--- src/rtl/mult_arbiter.sv ---
// Round-robin arbiter and sequencer that shares one serial multiplier among NREQ requesters.
// Launches the multiplier, supervises it with a watchdog and returns the product as a one-cycle response.

module mult_arbiter #(
  parameter int N       = 16,
  parameter int NREQ    = 4,
  parameter int TIMEOUT = 64
) (
  input  logic              clock,
  input  logic              reset,
  input  logic [NREQ-1:0]   req_valid,
  input  logic [NREQ*N-1:0] req_A,
  input  logic [NREQ*N-1:0] req_B,
  output logic [NREQ-1:0]   req_ready,
  output logic [NREQ-1:0]   rsp_valid,
  output logic [2*N-1:0]    rsp_prod,
  output logic              rsp_err,
  output logic              busy,
  output logic              mul_start,
  output logic [N-1:0]      mul_A,
  output logic [N-1:0]      mul_B,
  input  logic              mul_end,
  input  logic [2*N-1:0]    mul_produto
);

  localparam int PW = $clog2(NREQ);
  localparam int CW = $clog2(TIMEOUT + 1);

  typedef enum logic [1:0] {
    IDLE  = 2'd0,
    START = 2'd1,
    WAIT  = 2'd2,
    RESP  = 2'd3
  } state_t;

  state_t            state_r;
  state_t            state_nx_s;
  logic [PW-1:0]     ptr_r;
  logic [PW-1:0]     gnt_r;
  logic [CW-1:0]     cnt_r;
  logic [CW-1:0]     cnt_inc_s;
  logic              timeout_s;
  logic              win_found_s;
  logic [PW-1:0]     win_idx_s;
  logic              accept_s;
  logic [N-1:0]      mul_a_r;
  logic [N-1:0]      mul_b_r;
  logic [2*N-1:0]    prod_r;
  logic              err_r;
  logic              mul_start_r;
  logic              busy_r;
  logic [NREQ-1:0]   rsp_valid_r;
  logic [NREQ-1:0]   req_ready_s;

  // Requester index base+k, wrapped modulo NREQ (k is always below NREQ).
  function automatic logic [PW-1:0] wrap_add(input logic [PW-1:0] base, input int k);
    int s;
    s = int'(base) + k;
    return PW'((s >= NREQ) ? (s - NREQ) : s);
  endfunction

  function automatic logic [NREQ-1:0] onehot(input logic [PW-1:0] idx);
    logic [NREQ-1:0] v;
    v      = '0;
    v[idx] = 1'b1;
    return v;
  endfunction

  // Round-robin winner search; descending k so the nearest request above ptr wins.
  always_comb begin
    win_found_s = 1'b0;
    win_idx_s   = '0;
    for (int k = NREQ - 1; k >= 0; k--) begin
      win_idx_s   = req_valid[wrap_add(ptr_r, k)] ? wrap_add(ptr_r, k) : win_idx_s;
      win_found_s = win_found_s | req_valid[wrap_add(ptr_r, k)];
    end
  end

  assign accept_s  = (state_r == IDLE) && win_found_s;
  assign cnt_inc_s = cnt_r + CW'(1);
  assign timeout_s = (cnt_inc_s == CW'(TIMEOUT));

  // Accept handshake is offered only while idle.
  always_comb begin
    req_ready_s = '0;
    if (accept_s) begin
      req_ready_s = onehot(win_idx_s);
    end else begin
      req_ready_s = '0;
    end
  end

  // Next-state logic; a completion beats a simultaneous watchdog expiry.
  always_comb begin
    state_nx_s = state_r;
    case (state_r)
      IDLE: begin
        if (accept_s) begin
          state_nx_s = START;
        end else begin
          state_nx_s = IDLE;
        end
      end
      START: state_nx_s = WAIT;
      WAIT: begin
        if (mul_end || timeout_s) begin
          state_nx_s = RESP;
        end else begin
          state_nx_s = WAIT;
        end
      end
      RESP:    state_nx_s = IDLE;
      default: state_nx_s = IDLE;
    endcase
  end

  // State register.
  always_ff @(posedge clock or negedge reset) begin
    if (!reset) begin
      state_r <= IDLE;
    end else begin
      state_r <= state_nx_s;
    end
  end

  // Grant bookkeeping, operand capture, watchdog and result capture.
  always_ff @(posedge clock or negedge reset) begin
    if (!reset) begin
      ptr_r   <= '0;
      gnt_r   <= '0;
      cnt_r   <= '0;
      mul_a_r <= '0;
      mul_b_r <= '0;
      prod_r  <= '0;
      err_r   <= 1'b0;
    end else begin
      case (state_r)
        IDLE: begin
          if (accept_s) begin
            mul_a_r <= req_A[int'(win_idx_s)*N +: N];
            mul_b_r <= req_B[int'(win_idx_s)*N +: N];
            gnt_r   <= win_idx_s;
            ptr_r   <= wrap_add(win_idx_s, 1);
          end
        end
        START: cnt_r <= '0;
        WAIT: begin
          if (cnt_r != CW'(TIMEOUT)) begin
            cnt_r <= cnt_inc_s;
          end
          if (mul_end) begin
            prod_r <= mul_produto;
            err_r  <= 1'b0;
          end else if (timeout_s) begin
            prod_r <= '0;
            err_r  <= 1'b1;
          end
        end
        default: begin
        end
      endcase
    end
  end

  // Control outputs registered from the next state so they align with START/RESP.
  always_ff @(posedge clock or negedge reset) begin
    if (!reset) begin
      mul_start_r <= 1'b0;
      busy_r      <= 1'b0;
      rsp_valid_r <= '0;
    end else begin
      mul_start_r <= (state_nx_s == START);
      busy_r      <= (state_nx_s != IDLE);
      rsp_valid_r <= (state_nx_s == RESP) ? onehot(gnt_r) : '0;
    end
  end

  assign req_ready = req_ready_s;
  assign rsp_valid = rsp_valid_r;
  assign rsp_prod  = prod_r;
  assign rsp_err   = err_r;
  assign busy      = busy_r;
  assign mul_start = mul_start_r;
  assign mul_A     = mul_a_r;
  assign mul_B     = mul_b_r;

endmodule

--- config.mk ---
export PLATFORM = sky130hd
export DESIGN_NAME = mult_arbiter
export DESIGN_NICKNAME = d
export VERILOG_FILES = /design/src/rtl/mult_arbiter.sv
export SDC_FILE = /design/constraint.sdc
export NUM_CORES = 1
export LEC_CHECK = 0
export BUFFER_PORTS_ARGS = -buffer_cell sky130_fd_sc_hd__buf_2
export CAP_MARGIN = 20
export CORE_MARGIN = 2
export CORE_UTILIZATION = 45
export DETAILED_ROUTE_END_ITERATION = 12
export PLACE_DENSITY_LB_ADDON = 0.15
export SYNTH_ARGS = -nofsm -noshare
export SYNTH_HDL_FRONTEND = slang
export SYNTH_SLANG_ARGS = --single-unit
--- constraint.sdc ---
create_clock -name clock -period 2.7 [get_ports clock]
set_clock_uncertainty 0.2 [all_clocks]
set_input_delay 0.54 -clock clock [delete_from_list [all_inputs] [get_ports clock]]
set_output_delay 0.54 -clock clock [all_outputs]
set_load 0.02 [all_outputs]
==> impl_metrics.ini, run 1 <==
[final_layout]
area_growth_pct = 35.78
n_antenna_cell = 0
layout_commonest_cell = buf_2
drive_gt1_frac = 0.4230
final_cell_mix = buf_2 (240), dfrtp_1 (83), nand2_1 (77)
nNetsFinal = 885
final_util = 0.6320

[global_route]
grt_usage = 0.2446
grt_overflow = 0
grt_pass1_vias = 4439
antenna_found_initial = 0
grt_pass1_wl_mm = 21.54
grt_max_degree = 51

[cts]
numCtsBuffers = 9
cts.htree.levels = 3
cts_sinks = 84
clockBufferDepth = 2
cts-root-buf = clkbuf_8
cts_tree = built
clock_latency_ns = 0.35
clkTransAtPathRegs_ns = 0.09

[route]
drc = 0
via_count = 4435
postRouteWirelength_mm = 13.31
antenna_left = 0
via_per_inst = 5.236
drt_iter0_drc = 202
wl_per_cell_um = 15.72
drtPass1Iterations = 5

[yosys]
ys.warnings.count = 0
netlist_area_um2 = 4549
synth_edf_count = 0
synth_flop_cell = dfrtp_1
syn-num-nets = 648
synthCells = 472
ys_types = 42
ys_seq_elements = 84
postSynthAreaPerCell_um2 = 9.638
ys_seq_area_frac = 0.4620
async_flop_share = 1.000

[setup_path]
critPathCaptureType = output pin
cp.arrival_ns = 1.87
path_cells = mux2i_1 -> a21oi_2 -> and2_4 -> inv_4 -> ha_1 -> and2_1 -> buf_2
path_max_fanout = 7
cp_data_required_time_ns = 1.96
crit_buf_inv = 2
slowest_stage = dfrtp_2
crit_type = reg2out
path_delay_family = flip-flops
cp_slowest_stage_delay_ns = 0.47
critPathLaunchType = flip-flop

[placement]
gp_congestion = 0.8277
dpl.hpwl_mm = 10.04
portBuffers = 241
post-place-ws_ns = 0.1578

[power]
seq_power_share = 0.320
p_int_mw = 3.780
p_sw_mw = 2.978
clkPwrFrac = 0.162
vdd_drop_max_mv = 0.4669
swShare = 0.4407
power_density_nw_per_um2 = 1094
pwr-share-comb = 0.519
p_leak_nw = 3.155

[timing]
worst_pin_slew_ns = 0.7531
drv_slew = 0
hold_violations = 0
finalWorstSetupSlack_ns = 0.09253
setup_violations = 0
fin_crit_ns = 2.607
slew-limit-headroom = 0.4979
fmax_mhz = 383.5
finalCritPeriodShare = 0.9657

[outcome]
status = completed

[floorplan]
die-width_um = 104.5
num_rows = 36
die_h_um = 104.5
io_pins = 242
start_util = 0.4654
core_um2 = 9774
die_area_um2 = 10930

[flow_run]
drv_cap = 0

[min_path]
hold_class = in2reg
-- worst reg2reg max path, stage by stage, from the launching register on --
cell,delay [ns]
dfrtp_1,0.39
inv_1,0.09
ha_1,0.25
o41a_1,0.39
o221ai_4,0.38
buf_4,0.31
a211oi_1,0.22
a211oi_1,0.07
-- final timing paths --
path / depth (start not counted) / from / slack (ns) / endpoint
hold reg to reg: 1 / rsp_err / 0.29 / rsp_err
hold / removal: 3 / mul_produto[18] / 0.19 / rsp_prod[18]
min in group asynchronous: 2 / reset / 0.49 / rsp_prod[10]
setup reg to reg: 7 / state_r[1] / 0.26 / mul_A[1]
setup / recovery: 7 / ptr_r[1] / 0.09 / req_ready[0]
max in group asynchronous: 3 / reset / 1.20 / rsp_prod[6]
-- layer usage --
metal	vias up	global-route usage	wire length [um]
met2	183	0.4346	6849
li1	2146	-	-
met4	0	0.1120	422
met5	-	0	0
met1	2074	0.2918	5243
met3	32	0.03556	798
-- cell usage after synthesis (2+ instances only) --
cell | count | area, um^2
dfrtp_1 | 84 | 2102
nor2_1 | 41 | 153.9
xnor2_1 | 2 | 17.52
o21a_1 | 2 | 15.01
and3_1 | 33 | 206.5
nor3b_1 | 2 | 15.01
inv_1 | 8 | 30.03
and2_1 | 5 | 31.28
mux2i_1 | 35 | 350.3
buf_12 | 2 | 40.04
nand3_1 | 5 | 25.02
a211oi_1 | 51 | 382.9
nand2b_1 | 3 | 18.77
buf_4 | 3 | 22.52
o21ai_0 | 5 | 25.02
nand2_1 | 77 | 289.0
clkbuf_1 | 19 | 71.32
a211oi_2 | 14 | 175.2
ha_1 | 9 | 112.6
o41a_1 | 2 | 22.52
o21ai_1 | 33 | 165.2
a21oi_1 | 5 | 25.02
nor3_1 | 2 | 10.01
nand4_1 | 2 | 12.51
buf_6 | 5 | 56.30
buf_2 | 7 | 35.03
-- layout make-up --
type,instances,area [um^2]
multi-input cells,341,2205
inverters,10,40.04
clock buffers,9,123.9
flip-flops and latches,84,2103
well taps,133,166.4
fillers,885,3597
repair buffers,263,1414
clock inverters,7,125.1
-- per-stage QoR --
stage / power [mW] / hold WS, ns / TNS [ns] / cell area, um^2 / cells
5_1_grt: 7.243 / 0.1904 / -0.005496 / 6177 / 847
4_1_cts: 6.783 / 0.1813 / 0 / 6162 / 845
3_5_place_dp: 5.679 / 0.2743 / 0 / 5887 / 826
6_report: 6.758 / 0.1889 / 0 / 6177 / 847
3_3_place_gp: 5.588 / 0.2701 / 0 / 5887 / 826
2_1_floorplan: 4.563 / 0.04441 / 0 / 4549 / 472
-- power by group through the flow --
| stage | registers [mW] | clock network, mW | logic, mW |
|---|---|---|---|
| floorplan | 2.74 | 0 | 1.83 |
| global placement | 2.17 | 0 | 3.42 |
| detailed placement | 2.18 | 0 | 3.50 |
| CTS | 2.16 | 1.11 | 3.51 |
| global route | 2.24 | 1.16 | 3.84 |
| finish | 2.16 | 1.09 | 3.50 |
-- logic make-up after synthesis --
kind of cell    Yosys count  synth area share
flops                    84            0.4620
xor+xnor                  3          0.005777
buf+inv                  47           0.05913
compound gates          120            0.1942
fa+ha+maj                 9           0.02475
simple gates            174            0.1771
mux                      35           0.07701
-- repair_timing --
action / CTS / global route
gates resized for setup: 1 / 0
hold buffers: 1 / 0
endpoints found under the setup margin: 2 / 3
setup buffers: 2 / 2
endpoints found under the hold margin: 34 / 0
pin swaps: 2 / 1
gates cloned: 0 / 0
-- sequential cells by signal, summed over array words and instances, names as in the netlist --
| signal | cells |
|---|---|
| mul_B | 16 |
| gnt_r | 2 |
| state_r | 2 |
| busy | 1 |
| ptr_r | 2 |
| cnt_r | 7 |
| mul_start | 1 |
| rsp_valid | 4 |
| rsp_err | 1 |
| mul_A | 16 |
| rsp_prod | 32 |
Power figures use the tool's default switching activity.
==> run 2, diff against run 1 <==
==> constraint.sdc (replaced) <==
create_clock -name clock -period 2.7 [get_ports clock]
set_clock_uncertainty 0.2 [all_clocks]
set_input_delay 0.405 -clock clock [delete_from_list [all_inputs] [get_ports clock]]
set_output_delay 0.405 -clock clock [all_outputs]
set_load 0.02 [all_outputs]
==> impl_metrics.ini, run 2 (same netlist as run 1, synthesis figures left out) <==
[floorplan]
die-width_um = 104.5
num_rows = 36
die_h_um = 104.5
io_pins = 242
start_util = 0.4654
die_area_um2 = 10930
core_um2 = 9774

[min_path]
hold_end = rsp_prod[28]
whs_path_depth = 3
hold_class = in2reg
hold_path_startpoint = mul_produto[28]

[setup_path]
crit_type = reg2out
critPathLaunchType = flip-flop
cp.arrival_ns = 1.95
cp_slowest_stage_delay_ns = 0.43
reg2reg_depth = 6
slowest_stage = dfrtp_1
reg2reg_to = mul_B[14]
crit_buf_inv = 3
cp.depth = 7
path_delay_family = compound AO/OA/AOI/OAI gates
critPathCaptureType = output pin
rr_startpoint = state_r[0]
path_max_fanout = 4
reg2reg_slack_ns = 0.32
path_cells = inv_1 -> a21oi_1 -> o22a_2 -> inv_1 -> ha_1 -> and2_1 -> buf_2
cp_data_required_time_ns = 2.10
cp_common_cell = inv_1

[cts]
cts_sinks = 84
cts.htree.levels = 3
cts_setup_buffers = 0
cts_tree = built
numCtsBuffers = 9
cts-root-buf = clkbuf_8
clkTransAtPathRegs_ns = 0.09
clockBufferDepth = 2
clock_latency_ns = 0.36

[final_layout]
drive_gt1_frac = 0.4168
postLayoutCellArea_um2 = 6023
final_cells = 836
seq_area_um2 = 2103
multi_input_area_um2 = 2211
n_antenna_cell = 0
nNetsFinal = 874
final_util = 0.6162
final_cell_mix = buf_2 (240), dfrtp_1 (83), nand2_1 (77)
largest_reg_flops = 32
area_growth_pct = 32.40
fillers = 881
layout_commonest_cell = buf_2

[power]
p_leak_nw = 3.059
clkPwrFrac = 0.133
pwr-share-comb = 0.530
seq_power_share = 0.338
power_density_nw_per_um2 = 1067
p_int_mw = 3.440
p_sw_mw = 2.986
vdd_drop_max_mv = 0.5046
swShare = 0.4646

[placement]
gp_congestion = 0.8691
dp_cells = 819
portBuffers = 241
dpl.hpwl_mm = 9.741
placed_area_um2 = 5822

[route]
drc = 0
drt_iter0_drc = 194
postRouteWirelength_mm = 13.09
via_count = 4354
drtPass1Iterations = 4
antenna_left = 0
via_per_inst = 5.208
wl_per_cell_um = 15.65

[timing]
drv_slew = 0
tns_ns = 0
fmax_mhz = 391.0
finalCritPeriodShare = 0.9472
fin_crit_ns = 2.557
worst_pin_slew_ns = 1.092
rsz0062_at_grt = false
slew-limit-headroom = 0.2721
hold_violations = 0
setup_violations = 0

[global_route]
grt_pass1_vias = 4361
grt_max_degree = 59
grt_overflow = 0
grt_usage = 0.2387
antenna_found_initial = 0
grt_pass1_wl_mm = 21.04

[outcome]
status = completed

[flow_run]
drv_cap = 0
## run 2: cell count changes in the layout (fill, tap and decap cells not counted), sizes merged
cell      before  now
buf          262  251
bufinv         3    0
clkinvlp       0    3
clkinv         4    2
inv           10   12
## run 2: worst min-delay path, stage by stage
cell and delay [ns]:
buf_2 0.08, nand2_1 0.04, o21ai_1 0.06
## run 2: worst max path at each step
| stage | from | end | slack [ns] |
|---|---|---|---|
| 5_1_grt | ptr_r[0] | req_ready[1] | 0.006 |
| 3_5_place_dp | req_valid[0] | mul_B[1] | 0.32 |
| 3_3_place_gp | req_valid[0] | mul_A[6] | 0.42 |
| 2_1_floorplan | ptr_r[1] | req_ready[2] | 0.40 |
| 4_1_cts | ptr_r[1] | req_ready[1] | 0.05 |
| 6_report | ptr_r[0] | req_ready[1] | 0.14 |
## run 2: stage by stage
stage,hold slack (ns),worst slack [ns],total power [mW]
floorplan,-0.09059,0.4038,4.563
global placement,0.2105,0.4151,5.532
detailed placement,0.2165,0.3155,5.629
CTS,0.03672,0.04903,6.481
global route,0.03676,0.005722,6.913
finish,0.04426,0.1427,6.426
## run 2: final cells by class
class | count | share of cell area
Clock inverter | 7 | 0.009971
Timing Repair Buffer | 252 | 0.2189
Inverter | 10 | 0.006647
Clock buffer | 9 | 0.02057
Tap cell | 133 | 0.02763
Sequential cell | 84 | 0.3492
Multi-Input combinational cell | 341 | 0.3671
## run 2: power groups by stage
stage | sequential [mW] | combinational [mW] | clock [mW]
6_report | 2.17 | 3.40 | 0.852
5_1_grt | 2.25 | 3.73 | 0.934
4_1_cts | 2.17 | 3.44 | 0.870
3_5_place_dp | 2.19 | 3.44 | 0
3_3_place_gp | 2.17 | 3.36 | 0
2_1_floorplan | 2.74 | 1.83 | 0
## run 2: routing by layer
layer,wire [um],track usage
met3,872,0.05490
met2,6705,0.4066
met4,243,0.08977
met1,5266,0.2946
met5,0,0
## run 2: repair_timing
action / CTS / global route
endpoints found under the hold margin: 37 / 0
endpoints found under the setup margin: 0 / 4
hold buffers: 1 / 0
gates resized for setup: 0 / 3
==> run 3, diff against run 2 <==
--- a/config.mk
+++ b/config.mk
@@ -5,10 +5,10 @@
 export SDC_FILE = /design/constraint.sdc
 export NUM_CORES = 1
 export LEC_CHECK = 0
-export BUFFER_PORTS_ARGS = -buffer_cell sky130_fd_sc_hd__buf_2
+export BUFFER_PORTS_ARGS = -buffer_cell sky130_fd_sc_hd__buf_4
 export CAP_MARGIN = 20
 export CORE_MARGIN = 2
-export CORE_UTILIZATION = 45
+export CORE_UTILIZATION = 46
 export DETAILED_ROUTE_END_ITERATION = 12
 export PLACE_DENSITY_LB_ADDON = 0.15
 export SYNTH_ARGS = -nofsm -noshare
==> impl_metrics.ini, run 3 (same netlist as run 1, synthesis figures left out) <==
[final_layout]
fillers = 796
drive_gt1_frac = 0.4173
largest_reg_flops = 32
area_growth_pct = 46.86
n_antenna_cell = 0
nNetsFinal = 878
final_util = 0.6899
final_cells = 840
layout_commonest_cell = buf_4
final_cell_mix = buf_4 (252), dfrtp_1 (83), nand2_1 (77)

[setup_path]
cp.arrival_ns = 1.95
path_max_fanout = 7
cp_data_required_time_ns = 2.10
critPathLaunchType = flip-flop
crit_type = reg2out
critPathCaptureType = output pin

[global_route]
grt_usage = 0.2510
antenna_found_initial = 0
grt_max_degree = 45
grt_pass1_vias = 4252
grt_overflow = 0
grt_pass1_wl_mm = 20.67

[floorplan]
die-width_um = 103.5
core_um2 = 9684
start_util = 0.4698
io_pins = 242
num_rows = 36
die_area_um2 = 10700
die_h_um = 103.5

[power]
p_leak_nw = 3.286
power_density_nw_per_um2 = 1033
vdd_drop_max_mv = 0.4356

[cts]
clockBufferDepth = 2
numCtsBuffers = 9
cts-root-buf = clkbuf_8
cts.htree.levels = 3
cts_tree = built
clkTransAtPathRegs_ns = 0.09
cts_setup_buffers = 0
clock_latency_ns = 0.36
cts_sinks = 84

[outcome]
status = completed

[timing]
hold_violations = 0
finalCritPeriodShare = 0.9447
setup_violations = 0
finalWorstSetupSlack_ns = 0.1492
fmax_mhz = 392.0
drv_slew = 0
worst_pin_slew_ns = 0.5918
rsz0062_at_grt = false
slew-limit-headroom = 0.6055
fin_crit_ns = 2.551
tns_ns = 0

[placement]
post-place-ws_ns = 0.2707
dp_cells = 822
dpl.hpwl_mm = 10.19
gp_congestion = 0.9292
portBuffers = 241

[route]
route.top_layer_used = met4
via_per_inst = 5.264
wl_per_cell_um = 16.18
via_count = 4422
wl_met2_mm = 6.884
antenna_left = 0
drc = 0
postRouteWirelength_mm = 13.59
wl_met1_mm = 5.431
drt_iter0_drc = 166
met3_length_um = 890
drtPass1Iterations = 4

[flow_run]
drv_cap = 0

[min_path]
hold_class = in2reg
run 3: timing repair:
action / in CTS / in global routing
endpoints found under the hold margin: 35 / 0
gates resized for setup: 0 / 3
endpoints found under the setup margin: 0 / 2
hold buffers: 1 / 0
run 3: where the power goes:
group          leakage (nW)  switching (mW)  internal (mW)
Combinational          2.19            2.16           1.64
Clock                0.0862           0.472          0.432
Sequential             1.01           0.361           1.83
Total                  3.29            3.00           3.91
run 3: path summary, 6_finish.rpt:
path	from	to	slack, ns	cells after the start
setup / recovery	ptr_r[1]	req_ready[0]	0.15	7
hold / removal	mul_produto[15]	rsp_prod[15]	0.05	3
setup reg to reg	state_r[0]	mul_B[14]	0.38	7
hold reg to reg	gnt_r[0]	rsp_valid[0]	0.30	1
max in group asynchronous	reset	rsp_prod[19]	1.35	3
min in group asynchronous	reset	rsp_prod[4]	0.35	2
run 3: layer usage:
metal / vias to the layer above / global-route usage
met5: - / 0
met4: 0 / 0.1093
met3: 30 / 0.05108
met2: 199 / 0.4263
met1: 2060 / 0.3100
li1: 2133 / -
run 3: final cells by class:
cell class	count	area [um^2]	area share
clock buffer	11	131.4	0.01966
inverter	10	40.04	0.005993
sequential	84	2103	0.3148
multi-input combinational	341	2210	0.3307
tap	133	166.4	0.02491
timing repair buffer	256	1969	0.2948
clock inverter	5	61.31	0.009176
run 3: critical path: stages, from the launching register on:
cell	delay (ns)
dfrtp_2	0.47
a21oi_1	0.16
o21a_1	0.19
o22a_2	0.21
inv_1	0.07
ha_1	0.19
and2_1	0.14
buf_4	0.15
run 3: through the flow:
stage / hold slack (ns) / area, um^2 / power, mW
2_1_floorplan: -0.09059 / 4549 / 4.563
3_3_place_gp: 0.1971 / 6445 / 5.919
3_5_place_dp: 0.2000 / 6445 / 6.019
4_1_cts: 0.04506 / 6648 / 6.932
5_1_grt: 0.03985 / 6681 / 7.415
6_report: 0.04979 / 6681 / 6.904
